File: config.mk
export PLATFORM = sky130hd
export DESIGN_NAME = reaction_timer
export DESIGN_NICKNAME = d
export VERILOG_FILES = /design/src/rtl/reaction_timer.sv
export SDC_FILE = /design/constraint.sdc
export NUM_CORES = 1
export LEC_CHECK = 0
export ABC_CLOCK_PERIOD_IN_PS = 6700
export BUFFER_PORTS_ARGS = -buffer_cell sky130_fd_sc_hd__buf_2
export CAP_MARGIN = 5
export CORE_MARGIN = 2
export CORE_UTILIZATION = 30
export DETAILED_ROUTE_END_ITERATION = 10
export RECOVER_POWER = 25
export SLEW_MARGIN = 15
export SYNTH_ARGS = -nofsm -noshare
export SYNTH_HDL_FRONTEND = slang
export SYNTH_SLANG_ARGS = --single-unit
File: constraint.sdc
create_clock -name clk -period 6.7 [get_ports clk]
set_input_delay 0.335 -clock clk [delete_from_list [all_inputs] [get_ports clk]]
set_output_delay 0.335 -clock clk [all_outputs]
set_load 0.1 [all_outputs]
File: src/rtl/reaction_timer.sv
// reaction_timer: measures player reaction time in ms from lights-out to button press.
// Flags false starts (press while armed) and too-slow timeouts; holds the result until re-armed.
// Optional feature macro: REACTION_BCD_EN adds bcd_out, a 4-digit BCD copy of the ms count.
module reaction_timer #(
  parameter int unsigned CLK_PER_MS = 1000,
  parameter int unsigned MS_W       = 14,
  parameter int unsigned MAX_MS     = 9999
) (
  input  logic            clk,
  input  logic            rst,
  input  logic            arm,
  input  logic            lights_out,
  input  logic            button,
  output logic [MS_W-1:0] reaction_ms,
  output logic            result_valid,
  output logic            false_start,
  output logic            too_slow,
  output logic            busy
`ifdef REACTION_BCD_EN
  ,
  output logic [15:0]     bcd_out
`endif
);

  localparam int unsigned PW = (CLK_PER_MS > 1) ? $clog2(CLK_PER_MS) : 1;

  typedef enum logic [1:0] {
    S_IDLE,
    S_ARMED,
    S_TIMING,
    S_RESULT
  } state_e;

  state_e          state_q, state_d;
  logic            btn_s1_q, btn_s2_q, btn_s3_q;
  logic [PW-1:0]   presc_q, presc_d;
  logic [MS_W-1:0] ms_q, ms_d;
  logic [MS_W-1:0] res_q, res_d;
  logic            valid_q, valid_d;
  logic            fs_q, fs_d;
  logic            ts_q, ts_d;
  logic            busy_q, busy_d;
  logic            press;
  logic            wrap;

`ifdef REACTION_BCD_EN
  logic [15:0]     bcd_q, bcd_d, bcd_inc;
`endif

  assign press = btn_s2_q & ~btn_s3_q;
  assign wrap  = (presc_q == PW'(CLK_PER_MS - 1));

`ifdef REACTION_BCD_EN
  // Decimal ripple increment: each digit rolls 9->0 and carries into the next.
  always_comb begin
    logic carry;
    bcd_inc = bcd_q;
    carry   = 1'b1;
    for (int unsigned i = 0; i < 4; i++) begin
      if (carry) begin
        if (bcd_inc[4*i +: 4] == 4'd9) begin
          bcd_inc[4*i +: 4] = 4'd0;
        end else begin
          bcd_inc[4*i +: 4] = bcd_inc[4*i +: 4] + 4'd1;
          carry             = 1'b0;
        end
      end
    end
  end
`endif

  // Next-state, counter and result logic; arm overrides everything else.
  always_comb begin
    state_d = state_q;
    presc_d = presc_q;
    ms_d    = ms_q;
    res_d   = res_q;
    fs_d    = fs_q;
    ts_d    = ts_q;
`ifdef REACTION_BCD_EN
    bcd_d   = bcd_q;
`endif
    if (arm) begin
      state_d = S_ARMED;
      presc_d = '0;
      ms_d    = '0;
      res_d   = '0;
      fs_d    = 1'b0;
      ts_d    = 1'b0;
`ifdef REACTION_BCD_EN
      bcd_d   = '0;
`endif
    end else begin
      case (state_q)
        S_IDLE: ;
        S_ARMED: begin
          if (press) begin
            state_d = S_RESULT;
            fs_d    = 1'b1;
            res_d   = '0;
          end else if (lights_out) begin
            state_d = S_TIMING;
            presc_d = '0;
            ms_d    = '0;
          end
        end
        S_TIMING: begin
          // A press on the saturating wrap wins, so it reports MAX_MS-1.
          if (press) begin
            state_d = S_RESULT;
            res_d   = ms_q;
          end else if (wrap) begin
            presc_d = '0;
            ms_d    = ms_q + MS_W'(1);
`ifdef REACTION_BCD_EN
            bcd_d   = bcd_inc;
`endif
            if (ms_q == MS_W'(MAX_MS - 1)) begin
              state_d = S_RESULT;
              ts_d    = 1'b1;
              res_d   = MS_W'(MAX_MS);
            end
          end else begin
            presc_d = presc_q + PW'(1);
          end
        end
        S_RESULT: ;
        default: state_d = S_IDLE;
      endcase
    end
    valid_d = (state_d == S_RESULT);
    busy_d  = (state_d == S_ARMED) || (state_d == S_TIMING);
  end

  // State, synchroniser and output registers with synchronous active-low reset.
  always_ff @(posedge clk) begin
    if (!rst) begin
      state_q  <= S_IDLE;
      btn_s1_q <= 1'b0;
      btn_s2_q <= 1'b0;
      btn_s3_q <= 1'b0;
      presc_q  <= '0;
      ms_q     <= '0;
      res_q    <= '0;
      valid_q  <= 1'b0;
      fs_q     <= 1'b0;
      ts_q     <= 1'b0;
      busy_q   <= 1'b0;
`ifdef REACTION_BCD_EN
      bcd_q    <= '0;
`endif
    end else begin
      state_q  <= state_d;
      btn_s1_q <= button;
      btn_s2_q <= btn_s1_q;
      btn_s3_q <= btn_s2_q;
      presc_q  <= presc_d;
      ms_q     <= ms_d;
      res_q    <= res_d;
      valid_q  <= valid_d;
      fs_q     <= fs_d;
      ts_q     <= ts_d;
      busy_q   <= busy_d;
`ifdef REACTION_BCD_EN
      bcd_q    <= bcd_d;
`endif
    end
  end

  assign reaction_ms  = res_q;
  assign result_valid = valid_q;
  assign false_start  = fs_q;
  assign too_slow     = ts_q;
  assign busy         = busy_q;
`ifdef REACTION_BCD_EN
  assign bcd_out      = bcd_q;
`endif

endmodule

### Word-level counts from Yosys, hierarchy flattened

Index checks and enable logic that the tools add are counted.
W data, S select, Z words.

| cells by class | value |
|---|---|
| reductions and logical operators | 8 |
| shift operators | 0 |
| multiplexer cells | 22 |
| bitwise operators | 4 |
| $mul | 0 |
| order comparisons | 0 |
| add/subtract/negate cells | 2 |
| equal/unequal tests | 14 |
| divide/modulo/power cells | 0 |

Operator list:

| operator | number |
|---|---|
| $mux W14 | 8 |
| $pmux W14 S2 | 2 |
| $mux W10 | 4 |
| $pmux W10 S2 | 1 |
| $add A14 B1 Y14 const B | 1 |
| $eq A14 B14 Y1 const B | 1 |
| $mux W2 | 6 |
| $reduce_and A4 Y1 | 3 |
| $add A10 B1 Y10 const B | 1 |
| $eq A10 B10 Y1 const B | 1 |
| $ne A2 B2 Y1 const B | 5 |
| $eq A2 B2 Y1 const B | 3 |
| $ne A3 B3 Y1 const B | 2 |
| $reduce_and A5 Y1 | 1 |
| $eq A2 B1 Y1 const B | 2 |
| $pmux W2 S2 | 1 |
| $not A1 Y1 | 3 |
| $reduce_and A2 Y1 | 1 |
| $reduce_bool A2 Y1 | 1 |
| $reduce_or A2 Y1 | 1 |
| $and A1 B1 Y1 | 1 |
| $logic_or A1 B1 Y1 | 1 |

| word-level totals | value |
|---|---|
| bits of input ports | 5 |
| flip-flop bits (word level) | 47 |
| RAM bits | 0 |
| logic and storage cells | 61 |
| output and inout port bits | 18 |
| memory bits (read-only) | 0 |
| bits in latches | 0 |
| memories kept | 0 |

### Depth between registers and ports, before layout

Gate-level depths: netlist of the first run.

| logic depth | value |
|---|---|
| depth in word-level cells | 8 |
| mapped depth | 9 |
| depth with buffers taken out | 8 |

### Least setup slack after synthesis of the first run

Ideal clock, no wire load.

| timing path | value |
|---|---|
| path type | reg2reg |
| from | reg state_q[0] |
| to | reg busy_q (netlist: busy) |
| required time | 6.585 ns |
| arrival | 2.024 ns |
| path buffers | 1 |
| slack | 4.561 ns |
| library setup time | 0.115 ns |
| period minus slack after synthesis | 2.139 ns |
| cell stages (with the launch flop) | 9 |
| path through | dfxtp_1 inv_1 ha_1 clkbuf_1 or3_1 a221oi_1 nand2_1 ha_1 and2_1 |

| on the way | value |
|---|---|
| longest elaborated chain between the ends | 7 |
| elaborated cells between the ends (all ways) | 12 |
| those cells by class | eq/ne (4); mux (7); reduce/logical (1) |

Ends and longest elaborated chain:

| what | RTL line | text |
|---|---|---|
| from (decl) | 34 | `state_e state_q, state_d;` |
| from (signal assigned) | 153 | `state_q <= state_d;` |
| $mux W2 | 118 | `if (ms_q == MS_W'(MAX_MS - 1)) begin` |
| $mux W2 | 112 | `end else if (wrap) begin` |
| $mux W2 | 109 | `if (press) begin` |
| $pmux W2 S2 * | 94 | `case (state_q)` |
| $mux W2 * | 83 | `if (arm) begin` |
| net state_d[0] | 34 |  |
| $eq A2 B1 Y1 or $eq A2 B2 Y1 (tied branches) | 132 | `busy_d = (state_d == S_ARMED) \|\| (state_d == S_TIMING);` |
| $logic_or A1 B1 Y1 * | 132 |  |
| net busy_d | 42 | `logic busy_q, busy_d;` |
| to (signal assigned) | 163 | `busy_q <= busy_d;` |
| to (decl) | 42 |  |

Mark *: on every way through the listed nets, which the timed path passes. The rest lies on a longest branch.
A chain may end at the register's enable or synchronous reset.

### Final worst setup path of the first run

| timing path | value |
|---|---|
| from | reg state_q[1] |
| to | reg ms_q[12] |

| on the way | value |
|---|---|
| longest elaborated chain between the ends | 3 |
| elaborated cells between the ends (all ways) | 9 |
| those cells by class | eq/ne (6); mux (1); reduce/logical (2) |

Ends and longest elaborated chain:

| what | RTL line | text |
|---|---|---|
| $eq A2 B2 Y1 or $eq A2 B1 Y1 (tied branches) | 94 |  |
| $ne A2 B2 Y1 (no line) or $reduce_bool A2 Y1 (tied branches) | -- |  |
| $reduce_and A5 Y1 (no line) | -- |  |
| to (signal assigned) | 158 | `ms_q <= ms_d;` |
| to (decl) | 37 | `logic [MS_W-1:0] ms_q, ms_d;` |

Several ways; a longest one is shown, not always the timed one.

==> metrics.csv, run 1 <==
metric,value,unit
crit_fanout,17,
post_cts.repair.setup_buffers,0,
dr.pass1.iters,4,
p_leak,0.866,nW
die_h,91.5,µm
postSynth.asyncResetShare,0,%
cts_root_buffer,clkbuf_8,
vias,2025,
yosys-top-cells-area,"dfxtp_1 (41%), or4_1 (5.6%), a21oi_1 (5.4%)",
whs,241,ps
start_util,31.3,%
hold_viol_final,0,
critPathCaptureType,flip-flop,
clk_latency,310,ps
path_depth,5,
status,completed,
die_area,8370,µm²
grtUsageMet1,18.7,%
numCtsBuffers,5,
start_kind,flip-flop,
period_needed,2450,ps
clkSinkCount,47,
slowest_delay,630,ps
antenna_found_initial,0,
whs_path_depth,2,
wl_per_cell,14.0,µm
grt_pass1_wl,8940,µm
synth_flop_cell,dfxtp_1,
period_share,36.6,%
crit_family,simple AND/OR/NAND/NOR gates,
worst_r2r_path_depth,5,
busiest_layer,met2,
synth_top_family_by_area,simple AND/OR/NAND/NOR gates,
slew-limit-headroom,21.2,%
ios,23,
hold_class,in -> reg,
n_antenna_cell,0,
max-cap-violations,0,
setup_viol,0,
cts.clk_slew.worst_paths,80,ps
ant_nets,0,
placedCellCount,360,
h-tree-depth,2,
grt_max_degree,27,
viasPerCell,5.50,
total_power,0.541,mW
irDropWorstVdd,0.106,mV
io_buffer_count,22,
cts_tree,yes,
cp_cell_sequence,"ha_1, mux2_2, nand4b_1, or4_1, a21oi_1",
synth_edf_count,0,
synth_compound_area_share,22.8,%
setup_tns,0,ps
dp_worst_setup_slack,4280,ps
cts_hold_buffers,0,
synth.yosys.seq_area_share,41.0,%
timing.fmax,0.407,GHz
synthCells,252,
synth_fp_nets,264,
final_cells,368,
yosys.area_share.adder,3.81,%
ys_seq_elements,47,
layout.nets,280,
syn_to_final_growth,12.3,%
worstSetupPathType,reg -> reg,
fillers,775,
drtIter0Drc,122,
synth_area_leader_cell,dfxtp_1,
critPathBufInv,0,
cpMaxStageDelayCell,or4_1,
yosys.area_share.simple,24.4,%
arrival,2690,ps
row_count,31,
tightest_slew,1190,ps
rsz0062_at_grt,false,
die_w,91.5,µm
place_area,2480,µm²
synth_cell_type_count,45,
hpwl,3640,µm
coreArea,7330,µm²
drive_above_1_share,9.67,%
cts_max_path_buffers,2,
drc_errors,0,
utilization,35.2,%
maxSlewViolCount,0,
gp_congestion,0.840,
power_density,210,nW/µm²
setup_slack,4250,ps
synth_mux_area_share,3.98,%
syn-mean-instance-area,9.12,µm²
grtUsageMet2,19.4,%
netlist.area_leader.share,41.0,%
groute.usage.overall,13.0,%
routed_wl,5160,µm
synth-xor-area-share,0,%
cp.required,6930,ps
ys_warn_count,0,
gr-usage-met3,2.24,%
syn_area,2300,µm²
overflow,0,
clock_skew,9.75,ps
grt_pass1_vias,1822,
fin_area,2580,µm²
cts-resized-gates,0,
[synthesized netlist by cell type (all sizes together) (3+ instances only)]
| cell | instances |
|---|---|
| a32o | 6 |
| nor2 | 3 |
| buf | 4 |
| o21ai | 9 |
| o211ai | 9 |
| or3 | 6 |
| clkbuf | 10 |
| ha | 7 |
| o31ai | 15 |
| inv | 8 |
| nor2b | 4 |
| nor3 | 4 |
| nand3 | 9 |
| a21oi | 25 |
| mux2i | 8 |
| or4 | 17 |
| dfxtp | 47 |
| and2 | 7 |
| nand4 | 4 |
| nand2 | 19 |
[layer usage]
layer | vias to the layer above | part of all wire [%]
met3 | 7 | 4.5
met5 | - | 0
met4 | 0 | 1.5
li1 | 1003 | -
met1 | 964 | 49
met2 | 51 | 45
[flip-flops by register name, indices dropped and copies added (netlist names)]
register,count
ms_q,14
busy,1
btn_s3_q,1
too_slow,1
btn_s1_q,1
false_start,1
btn_s2_q,1
reaction_ms,14
presc_q,10
result_valid,1
state_q,2
[path summary, 6_finish.rpt]
check / startpoint / end / slack [ps]
min reg2reg: btn_s1_q$_SDFF_PN0_ / btn_s2_q$_SDFF_PN0_ / 440
max reg2reg: state_q[1]$_SDFF_PN0_ / ms_q[12]$_SDFFE_PP0P_ / 4250
min: button / btn_s1_q$_SDFF_PN0_ / 240
max: state_q[1]$_SDFF_PN0_ / ms_q[12]$_SDFFE_PP0P_ / 4250
[area by class of cell]
cell class / count / area [µm²] / share of cell area, %
sequential: 47 / 941 / 36.5
multi-input combinational: 183 / 1260 / 49.1
clock inverter: 2 / 35.0 / 1.36
clock buffer: 6 / 82.6 / 3.20
tap: 99 / 124 / 4.80
timing repair buffer: 23 / 101 / 3.93
inverter: 8 / 30.0 / 1.16
[report_power, final]
part | internal (mW) | leakage [nW] | total (mW) | switching [mW]
clock network | 0.121 | 0.0612 | 0.218 | 0.0968
logic | 0.0109 | 0.425 | 0.0400 | 0.0291
registers | 0.282 | 0.380 | 0.284 | 0.00168
[cell usage in the layout (no fill, tap or decap), drive strengths merged, types with 9 or more instances in the layout]
master,synthesis,layout
dfxtp,47,47
a21oi,25,25
nand2,19,19
clkbuf,10,19
or4,17,17
o31ai,15,15
buf,4,10
nand3,9,9
o21ai,9,9
o211ai,9,9
[cell families (layout without fill, tap and decap cells)]
family,after synthesis,after routing
simple gates,91,91
compound gates,76,76
flops,47,47
fa+ha+maj,7,7
buf+inv,22,39
mux,9,9
No activity file was read; power rests on OpenSTA's default activity.
==> inputs of run 2 (changes only) <==
--- a/config.mk
+++ b/config.mk
@@ -5,7 +5,7 @@
 export SDC_FILE = /design/constraint.sdc
 export NUM_CORES = 1
 export LEC_CHECK = 0
-export ABC_CLOCK_PERIOD_IN_PS = 6700
+export ABC_CLOCK_PERIOD_IN_PS = 2500
 export BUFFER_PORTS_ARGS = -buffer_cell sky130_fd_sc_hd__buf_2
 export CAP_MARGIN = 5
 export CORE_MARGIN = 2
==> constraint.sdc (replaced) <==
create_clock -name clk -period 2.5 [get_ports clk]
set_input_delay 0.125 -clock clk [delete_from_list [all_inputs] [get_ports clk]]
set_output_delay 0.125 -clock clk [all_outputs]
set_load 0.1 [all_outputs]
==> metrics.csv, run 2 (synthesis results as in run 1) <==
metric,value,unit
die_w,91.5,µm
total_power,1.38,mW
row_count,31,
p_leak,0.884,nW
wl_per_cell,13.9,µm
cpMostUsedCell,ha_1,
fin_area,2610,µm²
hpwl,3600,µm
final_cell_mix,"dfxtp_1 (47), a21oi_1 (25), nand2_1 (19)",
syn_to_final_growth,13.5,%
cp.required,2700,ps
layout.nets,286,
clock_skew,4.11,ps
worstSetupPathType,reg -> reg,
drtIter0Drc,113,
final_common_cell,dfxtp_1,
rsz0062_at_grt,false,
setup_viol,0,
setup_tns,0,ps
timing.fmax,0.446,GHz
irDropWorstVdd,0.216,mV
crit_fanout,6,
setup_slack,255,ps
io_buffer_count,22,
antenna_found_initial,0,
grt_pass1_wl,8610,µm
start_util,31.3,%
cts_max_path_buffers,2,
clkSinkCount,47,
drc_errors,0,
n_antenna_cell,0,
cts-resized-gates,0,
slowest_delay,570,ps
cts_hold_buffers,0,
arrival,2440,ps
groute.usage.overall,12.8,%
maxSlewViolCount,0,
die_area,8370,µm²
dp_worst_setup_slack,288,ps
rrSetupSlack,260,ps
coreArea,7330,µm²
h-tree-depth,2,
hold_viol_final,0,
start_kind,flip-flop,
placedCellCount,366,
viasPerCell,5.37,
die_h,91.5,µm
power_density,530,nW/µm²
period_share,89.8,%
max-cap-violations,0,
clk_latency,300,ps
cpMaxStageDelayCell,or4_1,
grt_pass1_vias,1746,
whs,35.6,ps
cts.clk_slew.worst_paths,80,ps
status,completed,
routed_wl,5190,µm
hold_class,in -> reg,
cp_cell_sequence,"ha_1, and4bb_2, nand4_1, or4_1, nand2_1, ha_1, and2_1",
slew-limit-headroom,21.6,%
ios,23,
period_needed,2240,ps
cts_root_buffer,clkbuf_8,
overflow,0,
grt_max_degree,26,
tightest_slew,1180,ps
ant_nets,0,
utilization,35.6,%
gp_congestion,0.826,
dr.pass1.iters,4,
post_cts.repair.setup_buffers,0,
cts_tree,yes,
vias,2010,
place_area,2520,µm²
numCtsBuffers,5,
critPathCaptureType,flip-flop,
drive_above_1_share,11.3,%
final_cells,374,
## run 2: cell types whose count changed in the layout (fill, tap and decap cells not counted)
cell,delta
clkinv_2,-1
buf_4,+6
bufinv_16,-1
clkbuf_1,+1
clkbuf_8,+1
## run 2: layer usage
layer,vias to the layer above,part of all wire [%],GRT usage (%),wire length (µm)
met5,-,0,0,0
met4,0,1.6,5.30,85
met3,5,4.4,2.99,229
met2,33,43,18.6,2220
met1,955,51,18.0,2650
li1,1017,-,-,-
## run 2: final cells by class
cell class / count / area (µm²)
inverter: 8 / 30.0
clock buffer: 8 / 100
timing repair buffer: 29 / 146
tap: 99 / 124
sequential: 47 / 941
multi-input combinational: 183 / 1260
fill: 770 / 4720
## run 2: power breakdown
group	switching, mW	internal, mW
clock	0.252	0.253
sequential	0.00486	0.755
combinational	0.0807	0.0344
## run 2: worst paths after layout
check,from,endpoint,depth (start not counted)
max reg2reg,presc_q[0]$_SDFFE_PP0P_,busy$_SDFF_PN0_,7
min reg2reg,btn_s1_q$_SDFF_PN0_,btn_s2_q$_SDFF_PN0_,1
min,button,btn_s1_q$_SDFF_PN0_,2
max,presc_q[0]$_SDFFE_PP0P_,busy$_SDFF_PN0_,7
## run 2: worst max-delay path: cells and delay by family, from the launching register on
family / cells / cell delay [ps]
and+or+nand+nor: 5 / 1290
adders and majority gates: 2 / 450
DFF: 1 / 400
==> inputs of run 3 (changes only) <==
--- a/config.mk
+++ b/config.mk
@@ -11,7 +11,9 @@
 export CORE_MARGIN = 2
 export CORE_UTILIZATION = 30
 export DETAILED_ROUTE_END_ITERATION = 10
+export PLACE_DENSITY = 0.51
 export RECOVER_POWER = 25
+export REMOVE_ABC_BUFFERS = 1
 export SLEW_MARGIN = 15
 export SYNTH_ARGS = -nofsm -noshare
 export SYNTH_HDL_FRONTEND = slang
==> metrics.csv, run 3 (synthesis results as in run 1) <==
metric,value,unit
status,completed,
power_density,514,nW/µm²
final_cell_mix,"dfxtp_1 (47), a21oi_1 (25), nand2_1 (19)",
cts-resized-gates,0,
setup.worst_path.end,busy$_SDFF_PN0_,
post_cts.repair.setup_buffers,0,
grt_max_degree,26,
layout.nets,285,
io_buffer_count,22,
period_needed,2210,ps
vias,1974,
cts.clk_slew.worst_paths,90,ps
hpwl,3740,µm
grt_pass1_wl,9350,µm
startpoint,presc_q[0]$_SDFFE_PP0P_,
drive_above_1_share,10.6,%
drc_errors,0,
coreArea,7330,µm²
total_power,1.33,mW
hold_viol_final,0,
die_area,8370,µm²
p_leak,0.869,nW
hold_class,in -> reg,
ant_nets,0,
cts_max_path_buffers,2,
rrSetupSlack,290,ps
clk_latency,300,ps
groute.usage.overall,13.7,%
worst_r2r_path_depth,7,
period_share,88.5,%
timing.rr.end,busy$_SDFF_PN0_,
slew-limit-headroom,21.1,%
gp_congestion,0.772,
syn_to_final_growth,12.3,%
whs_path_depth,2,
arrival,2410,ps
viasPerCell,5.29,
maxSlewViolCount,0,
cts_tree,yes,
setup_viol,0,
critPathCaptureType,flip-flop,
numCtsBuffers,5,
drtIter0Drc,150,
start_util,31.3,%
die_h,91.5,µm
grt_pass1_vias,1836,
cts_hold_buffers,0,
irDropWorstVdd,0.265,mV
rsz0062_at_grt,false,
overflow,0,
ios,23,
final_common_cell,dfxtp_1,
clkSinkCount,47,
die_w,91.5,µm
row_count,31,
start_kind,flip-flop,
max-cap-violations,0,
timing.fmax,0.452,GHz
h-tree-depth,2,
dr.pass1.iters,4,
cp.required,2700,ps
setup_tns,0,ps
routed_wl,5450,µm
cts_root_buffer,clkbuf_8,
crit_fanout,6,
clock_skew,5.78,ps
n_antenna_cell,0,
tightest_slew,1190,ps
worstSetupPathType,reg -> reg,
wl_per_cell,14.6,µm
antenna_found_initial,0,
regToRegStartpoint,presc_q[0]$_SDFFE_PP0P_,
whs,32.8,ps
run 3: cell types whose count changed in the layout (fill, tap and decap cells not counted):
cell / previous run / this run
clkbuf_1: 14 / 15
clkinv_2: 0 / 1
buf_4: 7 / 6
clkbuf_8: 7 / 5
and2_1: 7 / 6
and2_0: 0 / 1
run 3: metal layers:
layer / global-route usage, % / up-vias / wire length (µm)
li1: - / 1014 / -
met1: 20.0 / 923 / 2840
met2: 20.5 / 33 / 2380
met3: 2.41 / 4 / 178
met4: 3.79 / 0 / 48
met5: 0 / - / 0
run 3: report_power, final:
| part | leakage, nW | internal (mW) | total, mW | switching, mW |
|---|---|---|---|---|
| combinational | 0.447 | 0.0343 | 0.116 | 0.0815 |
| clock | 0.0422 | 0.197 | 0.450 | 0.253 |
| sequential | 0.380 | 0.755 | 0.760 | 0.00491 |
| total | 0.869 | 0.987 | 1.33 | 0.339 |
run 3: worst min-delay path by stage:
stage               startpoint                    end  slack (ps)
floorplan                  arm  state_q[1]$_SDFF_PN0_         200
global placement        button    btn_s1_q$_SDFF_PN0_         330
detailed placement      button    btn_s1_q$_SDFF_PN0_         340
CTS                     button    btn_s1_q$_SDFF_PN0_          30
global route            button    btn_s1_q$_SDFF_PN0_          40
finish                  button    btn_s1_q$_SDFF_PN0_          30
run 3: area by class of cell:
| class | count | area (µm²) |
|---|---|---|
| Fill cell | 778 | 4750 |
| Multi-Input combinational cell | 183 | 1260 |
| Timing Repair Buffer | 28 | 139 |
| Clock inverter | 1 | 5.00 |
| Clock buffer | 7 | 76.3 |
| Inverter | 8 | 30.0 |
| Tap cell | 99 | 124 |
| Sequential cell | 47 | 941 |
run 3: per-stage QoR:
step           util, %  instances  worst slack (ps)  cell area [µm²]
4_1_cts           35.4        373               277             2600
2_1_floorplan        -        238              61.9             2230
3_3_place_gp      34.3        365               335             2510
3_5_place_dp      34.3        365               294             2510
5_1_grt           35.2        373               104             2580
6_report          35.2        373               287             2580
run 3: worst max-delay path: stages, from the launching register on:
cell and delay [ps]:
dfxtp_1 400, ha_1 220, and4bb_2 330, nand4_1 150, or4_1 570, nand2_1 90
ha_1 220, and2_1 150
